## src/rtl/fetch_pkg.sv

```systemverilog
// Shared types and constants for the instruction-fetch front end.
// Imported by the prefetch FIFO and the fetch unit top.
package fetch_pkg;

  typedef enum logic [1:0] {
    IDLE,
    WAIT,
    FLUSH
  } state_e;

  localparam int unsigned INSTR_BYTES     = 4;
  localparam logic [31:0] WORD_ALIGN_MASK = 32'hFFFF_FFFC;
  localparam logic [31:0] EMPTY_WORD      = 32'h0;

  typedef struct packed {
    logic [31:0] pc;
    logic [31:0] instr;
  } fetch_entry_t;

endpackage

```

## src/rtl/fetch_fifo.sv

```systemverilog
// Prefetch FIFO of {pc, instr} entries with flush.
// Head reads as all-zero while the FIFO is empty.
import fetch_pkg::*;

module fetch_fifo #(
  parameter  int unsigned DEPTH = 4,
  localparam int unsigned AW    = $clog2(DEPTH),
  localparam int unsigned CW    = AW + 1
) (
  input  logic          clk,
  input  logic          reset,
  input  logic          push,
  input  logic          pop,
  input  logic          flush,
  input  fetch_entry_t  wdata,
  output fetch_entry_t  rdata,
  output logic [CW-1:0] count,
  output logic          empty
);

  fetch_entry_t  mem_q [DEPTH];
  logic [AW-1:0] wptr_q, rptr_q;
  logic [CW-1:0] cnt_q;
  logic          full, do_push, do_pop;

  assign empty   = (cnt_q == '0);
  assign full    = (cnt_q == CW'(DEPTH));
  assign do_pop  = pop && !empty;
  assign do_push = push && (!full || do_pop);
  assign count   = cnt_q;

  always_ff @(posedge clk) begin
    if (do_push && !flush)
      mem_q[wptr_q] <= wdata;
  end

  always_ff @(posedge clk or posedge reset) begin
    if (reset) begin
      wptr_q <= '0;
      rptr_q <= '0;
      cnt_q  <= '0;
    end else if (flush) begin
      wptr_q <= '0;
      rptr_q <= '0;
      cnt_q  <= '0;
    end else begin
      wptr_q <= wptr_q + AW'(do_push);
      rptr_q <= rptr_q + AW'(do_pop);
      cnt_q  <= cnt_q + CW'(do_push) - CW'(do_pop);
    end
  end

  always_comb begin
    rdata.pc    = EMPTY_WORD;
    rdata.instr = EMPTY_WORD;
    if (!empty)
      rdata = mem_q[rptr_q];
  end

endmodule

```

## src/rtl/instr_fetch_unit.sv

```systemverilog
// Fetch PC owner: issues imem word requests against reserved
// FIFO slots and hands {pc, instr} to decode; flushes on redirect.
import fetch_pkg::*;

module instr_fetch_unit #(
  parameter int unsigned FIFO_DEPTH = 4,
  parameter logic [31:0] RESET_PC   = 32'h0000_0000
) (
  input  logic        clk,
  input  logic        reset,
  output logic        imem_req,
  output logic [31:0] imem_addr,
  input  logic        imem_ack,
  input  logic [31:0] imem_rdata,
  input  logic        redirect_valid,
  input  logic [31:0] redirect_pc,
  output logic        instr_valid,
  output logic [31:0] instr,
  output logic [31:0] instr_pc,
  input  logic        instr_ready
);

  localparam int unsigned CW = $clog2(FIFO_DEPTH) + 1;

  state_e        state_q, state_d;
  logic [31:0]   pc_q, pc_d;
  logic [31:0]   addr_q, addr_d;
  logic          req_q, req_d;

  logic          push, pop, empty, slot_free;
  logic [CW-1:0] count, occ_next;
  logic [31:0]   redir_pc, pc_inc;
  fetch_entry_t  wentry, head;

  assign redir_pc = redirect_pc & WORD_ALIGN_MASK;
  assign pc_inc   = pc_q + 32'(INSTR_BYTES);

  assign pop  = instr_valid && instr_ready;
  assign push = (state_q == WAIT) && imem_ack && !redirect_valid;

  // Occupancy after this edge; a request is only raised into a free slot
  assign occ_next  = redirect_valid ? '0
                   : count + CW'(push) - CW'(pop);
  assign slot_free = (occ_next < CW'(FIFO_DEPTH));

  assign wentry.pc    = pc_q;
  assign wentry.instr = imem_rdata;

  fetch_fifo #(
    .DEPTH (FIFO_DEPTH)
  ) u_fifo (
    .clk   (clk),
    .reset (reset),
    .push  (push),
    .pop   (pop),
    .flush (redirect_valid),
    .wdata (wentry),
    .rdata (head),
    .count (count),
    .empty (empty)
  );

  always_ff @(posedge clk or posedge reset) begin
    if (reset) begin
      state_q <= IDLE;
      pc_q    <= RESET_PC;
      addr_q  <= RESET_PC;
      req_q   <= 1'b0;
    end else begin
      state_q <= state_d;
      pc_q    <= pc_d;
      addr_q  <= addr_d;
      req_q   <= req_d;
    end
  end

  always_comb begin
    state_d = state_q;
    pc_d    = pc_q;
    addr_d  = addr_q;
    req_d   = req_q;
    unique case (state_q)
      IDLE: begin
        if (redirect_valid) begin
          pc_d = redir_pc;
        end else if (slot_free) begin
          req_d   = 1'b1;
          addr_d  = pc_q;
          state_d = WAIT;
        end
      end
      WAIT: begin
        if (redirect_valid) begin
          pc_d = redir_pc;
          if (imem_ack) begin
            req_d   = 1'b0;
            state_d = IDLE;
          end else begin
            state_d = FLUSH;
          end
        end else if (imem_ack) begin
          pc_d = pc_inc;
          if (slot_free) begin
            addr_d = pc_inc;
          end else begin
            req_d   = 1'b0;
            state_d = IDLE;
          end
        end
      end
      FLUSH: begin
        if (redirect_valid)
          pc_d = redir_pc;
        if (imem_ack) begin
          req_d   = 1'b0;
          state_d = IDLE;
        end
      end
      default: state_d = IDLE;
    endcase
  end

  assign imem_req    = req_q;
  assign imem_addr   = addr_q;
  assign instr_valid = !empty;
  assign instr       = head.instr;
  assign instr_pc    = head.pc;

endmodule

```

## config.mk

```make
export PLATFORM = sky130hd
export DESIGN_NAME = instr_fetch_unit
export DESIGN_NICKNAME = d
export VERILOG_FILES = /design/src/rtl/fetch_pkg.sv /design/src/rtl/fetch_fifo.sv /design/src/rtl/instr_fetch_unit.sv
export SDC_FILE = /design/constraint.sdc
export NUM_CORES = 1
export LEC_CHECK = 0
export CAP_MARGIN = 10
export CELL_PAD_IN_SITES_DETAIL_PLACEMENT = 1
export CELL_PAD_IN_SITES_GLOBAL_PLACEMENT = 1
export CORE_MARGIN = 10
export CORE_UTILIZATION = 42
export CTS_CLUSTER_SIZE = 28
export DETAILED_ROUTE_END_ITERATION = 16
export GPL_TIMING_DRIVEN = 0
export PLACE_DENSITY_LB_ADDON = 0.05
export RECOVER_POWER = 25
export REMOVE_ABC_BUFFERS = 1
export SLEW_MARGIN = 40
export SYNTH_ARGS = -nofsm -noshare
export SYNTH_HDL_FRONTEND = slang
export SYNTH_SLANG_ARGS = --single-unit
export TNS_END_PERCENT = 5
```

## constraint.sdc

```tcl
create_clock -name clk -period 6.46 [get_ports clk]
set_input_delay 1.292 -clock clk [delete_from_list [all_inputs] [get_ports clk]]
set_output_delay 1.292 -clock clk [all_outputs]
set_load 0.01 [all_outputs]
```

**Yosys cells after proc, flatten, opt, wreduce, memory -nomap -nowiden**

Memories as Yosys holds them, arrays and structs flattened.
Index checks and enable logic that the tools add are counted.

- $lt $le $gt $ge: 1
- Multiplexer cells: 32
- Eq/ne operators: 12
- Add/sub/neg operators: 7
- Reductions and logical operators: 20

Operator list:

| cell | number |
|---|---|
| two-way mux 32 bit | 8 |
| one-hot mux 32 bit (2 select lines) | 2 |
| two-way mux 64 bit | 1 |
| adder 32 x 3 -> 32 bit, second input constant | 1 |
| two-way mux 2 bit | 9 |
| inequality test 2 bit, second input constant | 6 |
| AND reduction 5 bit | 2 |
| two-way mux 1 bit | 8 |
| adder 3 x 1 -> 3 bit | 2 |
| logical AND 1 bit | 6 |
| two-way mux 3 bit | 2 |
| inequality test 3 bit, second input constant | 2 |
| one-hot mux 2 bit (3 select lines) | 1 |
| AND reduction 6 bit | 1 |
| subtractor 3 x 1 -> 3 bit | 2 |
| adder 2 x 1 -> 2 bit | 2 |
| nonzero test 2 bit | 2 |
| equality test 3 bit, second input constant | 1 |
| zero test 1 bit | 3 |
| zero test 3 bit | 1 |
| less-than comparator 3 bit, second input constant | 1 |
| one-hot mux 1 bit (3 select lines) | 1 |
| AND reduction 3 bit | 1 |
| nonzero test 3 bit | 1 |
| 6 further kinds | 6 |

- Flip-flop bits (word level): 74
- Word-level logic and storage cells: 80
- Bits of input ports: 69
- RAM bits: 256
- Memories kept: 1
- Output and inout port bits: 98

Memory list:

| memory | words | bits a word | read ports | clocked after Yosys merged registers in | wr ports | RTL line | source |
|---|---|---|---|---|---|---|---|
| u_fifo.mem_q | 4 | 64 | 1 | 0 | 1 | fetch_fifo.sv:21 | `fetch_entry_t mem_q [DEPTH];` |

**Depth between registers and ports, before layout**

Gate-level depths: netlist of run 1.

- Depth after elaboration: 11
- Depth in mapped cells: 12
- Gate-level depth less buffers: 10

**Hierarchy**

From an unflattened synthesis of run 1, not the netlist that was laid out.

- Cell total of the unflattened synthesis: 864
- Area total of the unflattened synthesis: 13999.7 sq um

By module, submodules not included:

| module | sequential area each (sq um) | cells an instance | times used | area each (sq um) |
|---|---|---|---|---|
| fetch_fifo | 7862.5 | 443 | 1 | 10157.2 |
| instr_fetch_unit | 1576.5 | 421 | 1 | 3842.4 |

**Worst setup path after synthesis of run 1**

OpenSTA, ideal clock, no wires.

- Path kind: input to register
- Start: input redirect_valid
- End: memory u_fifo.mem_q[0][0] in the netlist's numbering (enable)
- Stages on the path: 4
- Arrival: 6672 ps
- Data required time: 5888 ps
- Buffers on the path: 2
- Path slack: -783 ps
- Library setup time: 572 ps
- Cells stage by stage: clkbuf_1 clkbuf_1 nor3_1 nor3b_1

- Word-level cells in the longest chain between the ends: 6

Ends and longest elaborated chain:

| what | RTL line | source |
|---|---|---|
| from (decl) | instr_fetch_unit.sv:15 | `input logic redirect_valid,` |
| zero test 1 bit * | fetch_fifo.sv:33, instr_fetch_unit.sv:39 |  |
| logical AND 1 bit | instr_fetch_unit.sv:39 | `assign push = (state_q == WAIT) && imem_ack && !redirect_valid;` |
| logical AND 1 bit | fetch_fifo.sv:29 | `assign do_push = push && (!full \|\| do_pop);` |
| logical AND 1 bit * | fetch_fifo.sv:33 | `if (do_push && !flush)` |
| two-way mux 1 bit * | fetch_fifo.sv:33 |  |
| two-way mux 1 bit (not written as such) * | fetch_fifo.sv:34 | `mem_q[wptr_q] <= wdata;` |
| to (decl) | fetch_fifo.sv:21 |  |

Mark *: on every way between the ends. The rest lies on a longest branch, timed or not.

**Worst setup path in the final report of run 1**

- Start: register u_fifo.cnt_q[1] (netlist: u_fifo.count[1])
- End: output instr_pc[30]

- Word-level cells in the longest chain between the ends: 2

Ends and longest elaborated chain:

| what | RTL line | source |
|---|---|---|
| from (decl) | fetch_fifo.sv:23 | `logic [CW-1:0] cnt_q;` |
| from (signal assigned) | fetch_fifo.sv:49 | `cnt_q <= cnt_q + CW'(do_push) - CW'(do_pop);` |
| zero test 3 bit | fetch_fifo.sv:26 | `assign empty = (cnt_q == '0);` |
| two-way mux 64 bit | fetch_fifo.sv:56 | `if (!empty)` |
| to (decl) | instr_fetch_unit.sv:19 | `output logic [31:0] instr_pc,` |

No other way between the ends.

==> out/metrics.yaml, run 1 <==
drt:
  ant_nets: 0
  firstDrtPassIters: 4
  wl_um: 34900
  drt-initial-drc-count: 342
  vias: 8149
  drc: 0
  viasPerCell: 5.43
  wl_per_cell_um: 23.3
floorplan:
  die_area_sq_um: 40000
  fp-row-count: 65
  die_w_um: 200
  core_sq_um: 31700
  io_pins: 167
  initial_core_util: 0.428
  dieHeight_um: 200
yosys:
  yosys.area.top_type: "edfxtp_1"
  ys_seq_area_frac: 0.677
  synthTopCellsByArea: "edfxtp_1, dfrtp_1, mux4_2, nor2b_1, o21ai_0"
  synth_ff_type: "edfxtp_1"
  synth-seq-cells: 318
  synth_top_area_frac: 0.548
  async_reset_ff_frac: 0.220
  syn_area_sq_um: 13600
  syn_area_per_cell_sq_um: 15.3
  ys_warn_count: 0
  synth_cell_type_count: 61
  syn_inst: 888
  synth_edf_count: 248
run_status:
  failed_checks: "max-capacitance violations, max-slew violations"
  status: "complete, but fails checks"
clock_tree:
  ctsHoldBuffers: 0
  clk_latency_ns: 0.52
  postCtsSetupRepairBufs: 0
  root_buffer: "clkbuf_16"
  cts_resized: 0
  cts_made_buffers: 37
  clkTransAtPathRegs_ns: 0.06
  cts_max_level: 2
  cts_max_path_buffers: 3
  clock_sink_count: 318
  cts_tree: "done"
grt:
  first_global_vias: 8879
  grt_max_degree: 43
  grt_usage: 0.177
  grt_pass1_wl_um: 54100
  antenna_found_initial: 0
  grt_overflow_total: 0
power_and_ir_drop:
  p_per_area_nw_per_um2: 450
  power.net_switching_mw: 2.52
  peakVddDrop_mv: 0.235
  p_int_mw: 5.24
  combPwrFrac: 0.340
  power.share.switching: 0.325
  p_seq_frac: 0.386
  power_leakage_nw: 5.84
  p_clk_frac: 0.274
  p_total_mw: 7.76
placement:
  dp_hpwl_um: 24200
  gp_congestion: 0.732
  portBuffers: 160
timing:
  final-setup-viol-count: 0
  relSlewSlack: -0.0275
  finalCritPeriodShare: 0.663
  rsz0062_at_grt: "no"
  fin_tns_setup_ns: 0
  min_period_ns: 4.28
  finalHoldViolations: 0
  slew_violations: 29
  tightest_slew_ns: 1.53
  max_freq_mhz: 233
  fin_skew_ns: 0.0185
min_path:
  min_path_type: "reg2reg"
layout:
  final_util: 0.544
  syn_to_final_growth_pct: 26.9
  diodes: 0
  num-nets-final: 1151
  post_route_cells_drive_above_1_share: 0.167
worst_setup_path:
  worstSetupPathType: "reg2out"
  arrival_ns: 2.99
  cp-start-kind: "register"
  cp_max_fo: 8
  worstSetupEndpointType: "output pin"
  crit_required_ns: 5.17
job:
  cap_viol_max_count: 1
==> state kept, by name, summed over array words and instances, names as in the netlist <==
name	count
imem_addr	30
u_fifo.mem_q	248
u_fifo.wptr_q	2
u_fifo.rptr_q	2
pc_q	30
state_q	2
imem_req	1
u_fifo.count	3
==> synth_stat cells, drive strengths merged (21+ instances only) <==
cell type / n
edfxtp: 248
nor2b: 68
xor2: 22
a21oi: 31
nand2: 57
buf: 29
nand4: 21
clkbuf: 35
dfrtp: 70
nand3: 31
o21ai: 50
nor2: 32
mux4: 62
==> power by group through the flow <==
stage,clock (mW),sequential [mW],combinational (mW)
finish,2.13,3.00,2.64
global route,2.27,3.06,2.90
CTS,2.19,3.00,2.72
detailed placement,0,3.04,2.70
global placement,0,3.11,2.39
floorplan,0,3.00,1.36
==> layout by cell type, fill, tap and decap left out, types with 13 or more instances in the layout <==
cell type,count
nand4_1,19
nand3_1,30
xor2_1,22
nand2_1,57
dfrtp_1,68
o21ai_0,48
a2bb2oi_1,16
mux4_2,62
nor2b_1,68
buf_4,14
nor2_1,29
inv_1,14
buf_2,13
edfxtp_1,248
a21oi_1,31
clkdlybuf4s50_1,150
clkbuf_16,39
o22ai_1,13
==> metrics by stage <==
| stage | area (sq um) | hold WS [ns] | worst slack, ns | cells |
|---|---|---|---|---|
| detailed placement | 16000 | 0.469 | 1.64 | 1434 |
| floorplan | 13300 | 0.516 | -0.480 | 827 |
| finish | 17200 | 0.478 | 2.18 | 1502 |
| global placement | 15400 | 0.462 | -6.13 | 1389 |
| global route | 17200 | 0.514 | 1.95 | 1502 |
| CTS | 17200 | 0.487 | 2.09 | 1502 |
==> layer usage <==
layer / track usage / vias up / wire (um)
met3: 0.0303 / 38 / 1460
li1: - / 3753 / -
met4: 0.0384 / 0 / 525
met5: 0 / - / 0
met1: 0.237 / 4194 / 15600
met2: 0.296 / 164 / 17300
==> final timing paths <==
path	from	end	slack (ns)	cells past startpoint
min in group asynchronous	reset	u_fifo.rptr_q[1]	1.60	2
worst max register to register	state_q[1]	u_fifo.mem_q[0][2]	2.65	10
max in group asynchronous	reset	u_fifo.rptr_q[0]	4.01	2
worst min-delay path	imem_addr[19]	imem_addr[19]	0.48	2
worst max-delay path	u_fifo.count[1]	instr_pc[30]	2.18	7
worst min register to register	imem_addr[19]	imem_addr[19]	0.48	2
==> critical path, cell delays in order, from the launching register on <==
cell,delay [ns]
dfrtp_1,0.48
nor3_2,0.49
buf_4,0.24
buf_2,0.21
buf_2,0.24
buf_2,0.24
nor2b_1,0.07
clkdlybuf4s50_1,0.49
==> kinds of logic after synthesis <==
logic type | after synthesis | share of synthesized area
mux | 64 | 0.104
compound gates | 132 | 0.0599
flops | 318 | 0.677
other cells | 1 | 0.000276
fa+ha+maj | 11 | 0.0107
buf+inv | 79 | 0.0261
simple gates | 250 | 0.101
xor+xnor | 33 | 0.0213
==> area by class of cell <==
type / instances / area (sq um)
tap: 402 / 503
clock buffer: 47 / 1010
fill: 3002 / 14500
multi-input combinational: 494 / 4110
inverter: 15 / 57.6
clock inverter: 21 / 239
sequential: 318 / 9210
timing repair buffer: 205 / 2130
(Power assumes the default switching activity.)
==> run 2: changes to the inputs <==
--- a/config.mk
+++ b/config.mk
@@ -9,7 +9,7 @@
 export CELL_PAD_IN_SITES_DETAIL_PLACEMENT = 1
 export CELL_PAD_IN_SITES_GLOBAL_PLACEMENT = 1
 export CORE_MARGIN = 10
-export CORE_UTILIZATION = 42
+export CORE_UTILIZATION = 47
 export CTS_CLUSTER_SIZE = 28
 export DETAILED_ROUTE_END_ITERATION = 16
 export GPL_TIMING_DRIVEN = 0
==> constraint.sdc (replaced) <==
create_clock -name clk -period 4.45 [get_ports clk]
set_input_delay 0.89 -clock clk [delete_from_list [all_inputs] [get_ports clk]]
set_output_delay 0.89 -clock clk [all_outputs]
set_load 0.01 [all_outputs]
==> run 2 against run 1 <==
Effect of this change: the flow now finishes without violations; sequential power is 45% higher; clock-buffer cell count decreased by 6; final cell count shrank 1.1%; total power is 46% higher; first-iteration DRC count up 55%; non-clock buffer count is 3 higher; worst hold slack lost 0.0044 ns; wire length is 1.3% higher; register-to-register slack worse by 1.9 ns; sequential share of layout area decreased by 0.062 points; clock power is 43% higher; die area down 9.6%; largest power group unchanged.
==> out/metrics.yaml, run 2 (synthesis results as in run 1) <==
grt:
  grt_pass1_wl_um: 55300  # was 54100 um
  antenna_found_initial: 0  # unchanged
  first_global_vias: 9224  # was 8879
  grt_overflow_total: 0  # unchanged
  grt_max_degree: 42  # was 43
  grt_usage: 0.197  # was 0.177
floorplan:
  dieHeight_um: 190  # was 200 um
  core_sq_um: 28600  # was 31700 sq um
  initial_core_util: 0.475  # was 0.428
  io_pins: 167  # unchanged
  fp-row-count: 62  # was 65
  die_w_um: 190  # was 200 um
  die_area_sq_um: 36100  # was 40000 sq um
placement:
  dp_hpwl_um: 24100  # was 24200 um
  post-place-ws_ns: 0.316  # was 1.64 ns
  place_inst: 1418  # was 1434
  portBuffers: 160  # unchanged
  gp_congestion: 0.756  # was 0.732
clock_tree:
  cts_tree: "done"  # unchanged
  postCtsSetupRepairBufs: 0  # unchanged
  cts_made_buffers: 36  # was 37
  cts_max_level: 2  # unchanged
  clk_latency_ns: 0.52  # about the same
  root_buffer: "clkbuf_16"  # unchanged
  cts_resized: 0  # unchanged
  ctsHoldBuffers: 0  # unchanged
  cts_max_path_buffers: 3  # unchanged
  clkTransAtPathRegs_ns: 0.06  # about the same
  clock_sink_count: 318  # unchanged
drt:
  wl_per_cell_um: 23.8  # was 23.3 um
  drc: 0  # unchanged
  viasPerCell: 5.62  # was 5.43
  drt-initial-drc-count: 529  # was 342
  firstDrtPassIters: 4  # unchanged
  vias: 8345  # was 8149
  wl_um: 35400  # was 34900 um
  ant_nets: 0  # unchanged
timing:
  min_period_ns: 3.71
  relSlewSlack: 0.477  # was -0.0275
  rsz0062_at_grt: "no"  # unchanged
  fin_skew_ns: 0.0222  # was 0.0185 ns
  slew_violations: 0  # was 29
  max_freq_mhz: 270
  finalCritPeriodShare: 0.834
  fin_tns_setup_ns: 0  # unchanged
  finalHoldViolations: 0  # unchanged
  final-setup-viol-count: 0  # unchanged
  finalWorstSetupSlack_ns: 0.740  # was 2.18 ns
  tightest_slew_ns: 0.781  # was 1.53 ns
layout:
  largest_register: "u_fifo.mem_q"  # unchanged
  largest_reg_flops: 248  # unchanged
  post_route_cells_drive_above_1_share: 0.172  # was 0.167
  num-nets-final: 1153  # was 1151
  fillCellCount: 2629  # was 3002
  final_cell_mix: "edfxtp_1, clkdlybuf4s50_1, nor2b_1, dfrtp_1, mux4_2"  # unchanged
  final_common_cell: "edfxtp_1"  # unchanged
  diodes: 0  # unchanged
  final_cells: 1485  # was 1502
  syn_to_final_growth_pct: 27.1  # was 26.9%
worst_setup_path:
  r2r_setup_slack_ns: 0.74  # was 2.65 ns
  r2r-end: "u_fifo.mem_q[0][15]"  # was u_fifo.mem_q[0][2]
  crit_required_ns: 4.67  # was 5.17 ns
  crit_path_start: "state_q[1]"  # was u_fifo.count[1]
  arrival_ns: 3.93  # was 2.99 ns
  cp_max_fo: 23  # was 8
  worstSetupPathType: "reg2reg"  # was reg2out
  reg2reg_depth: 9  # was 10
  worstSetupEndpointType: "register"  # was output pin
  r2r_start: "state_q[1]"  # unchanged
  cp-start-kind: "register"  # unchanged
power_and_ir_drop:
  p_seq_frac: 0.384  # was 0.386
  peakVddDrop_mv: 0.476  # was 0.235 mV
  power.share.switching: 0.328  # was 0.325
  p_per_area_nw_per_um2: 656  # was 450 nW/um^2
  p_int_mw: 7.62  # was 5.24 mW
  power_leakage_nw: 5.87  # was 5.84 nW
  power.net_switching_mw: 3.71  # was 2.52 mW
  combPwrFrac: 0.348  # was 0.340
  p_clk_frac: 0.268  # was 0.274
run_status:
  status: "completed"  # was complete, but fails checks
job:
  cap_viol_max_count: 0  # was 1
min_path:
  min_path_type: "reg2reg"  # unchanged
  hold_path_depth: 2  # unchanged
  hold_path_startpoint: "imem_addr[22]"  # was imem_addr[19]
  holdPathEnd: "imem_addr[22]"  # was imem_addr[19]
[run 2: area by class of cell]
type | instances | area [sq um] | share of cell area
multi-input combinational | 494 | 4110 | 0.238
clock inverter | 25 | 284 | 0.0165
clock buffer | 41 | 941 | 0.0545
inverter | 15 | 61.3 | 0.00355
timing repair buffer | 208 | 2190 | 0.127
tap | 384 | 480 | 0.0278
sequential | 318 | 9210 | 0.533
[run 2: per-stage QoR]
step	area, sq um	hold slack [ns]	total power, mW	util
floorplan	13300	0.516	6.34	-
global placement	15400	0.461	7.43	0.537
detailed placement	16000	0.470	8.38	0.560
CTS	17300	0.483	11.5	0.603
global route	17300	0.504	12.0	0.603
finish	17300	0.474	11.3	0.603
[run 2: power by group through the flow]
stage,sequential [mW],clock (mW),combinational [mW]
6_report,4.35,3.04,3.94
2_1_floorplan,4.36,0,1.98
3_3_place_gp,4.45,0,2.98
4_1_cts,4.35,3.10,4.03
5_1_grt,4.44,3.22,4.32
3_5_place_dp,4.40,0,3.98
[run 2: worst max path at each step]
stage | end | slack, ns | depth (start not counted)
6_report | u_fifo.mem_q[0][15] | 0.74 | 9
5_1_grt | instr_pc[30] | 0.59 | 5
4_1_cts | instr_pc[30] | 0.67 | 5
3_5_place_dp | u_fifo.mem_q[0][19] | 0.32 | 7
3_3_place_gp | u_fifo.mem_q[0][0] | -7.51 | 3
2_1_floorplan | u_fifo.mem_q[0][0] | -2.25 | 5
[run 2: worst max-delay path: stages (launching register included)]
cell and delay (ns):
dfrtp_1 0.39, inv_1 0.12, ha_2 0.59, nand2_1 0.18, nor3_1 0.66, nor3b_2 0.67, buf_4 0.27, buf_4 0.20
buf_6 0.15, buf_2 0.17
[run 2: per-layer routing]
| metal | track usage | part of all wire | vias up | wire (um) |
|---|---|---|---|---|
| met5 | 0 | 0 | - | 0 |
| met4 | 0.0421 | 0.016 | 0 | 560 |
| met3 | 0.0368 | 0.051 | 45 | 1820 |
| met2 | 0.336 | 0.51 | 208 | 18100 |
| met1 | 0.256 | 0.42 | 4337 | 15000 |
| li1 | - | - | 3755 | - |
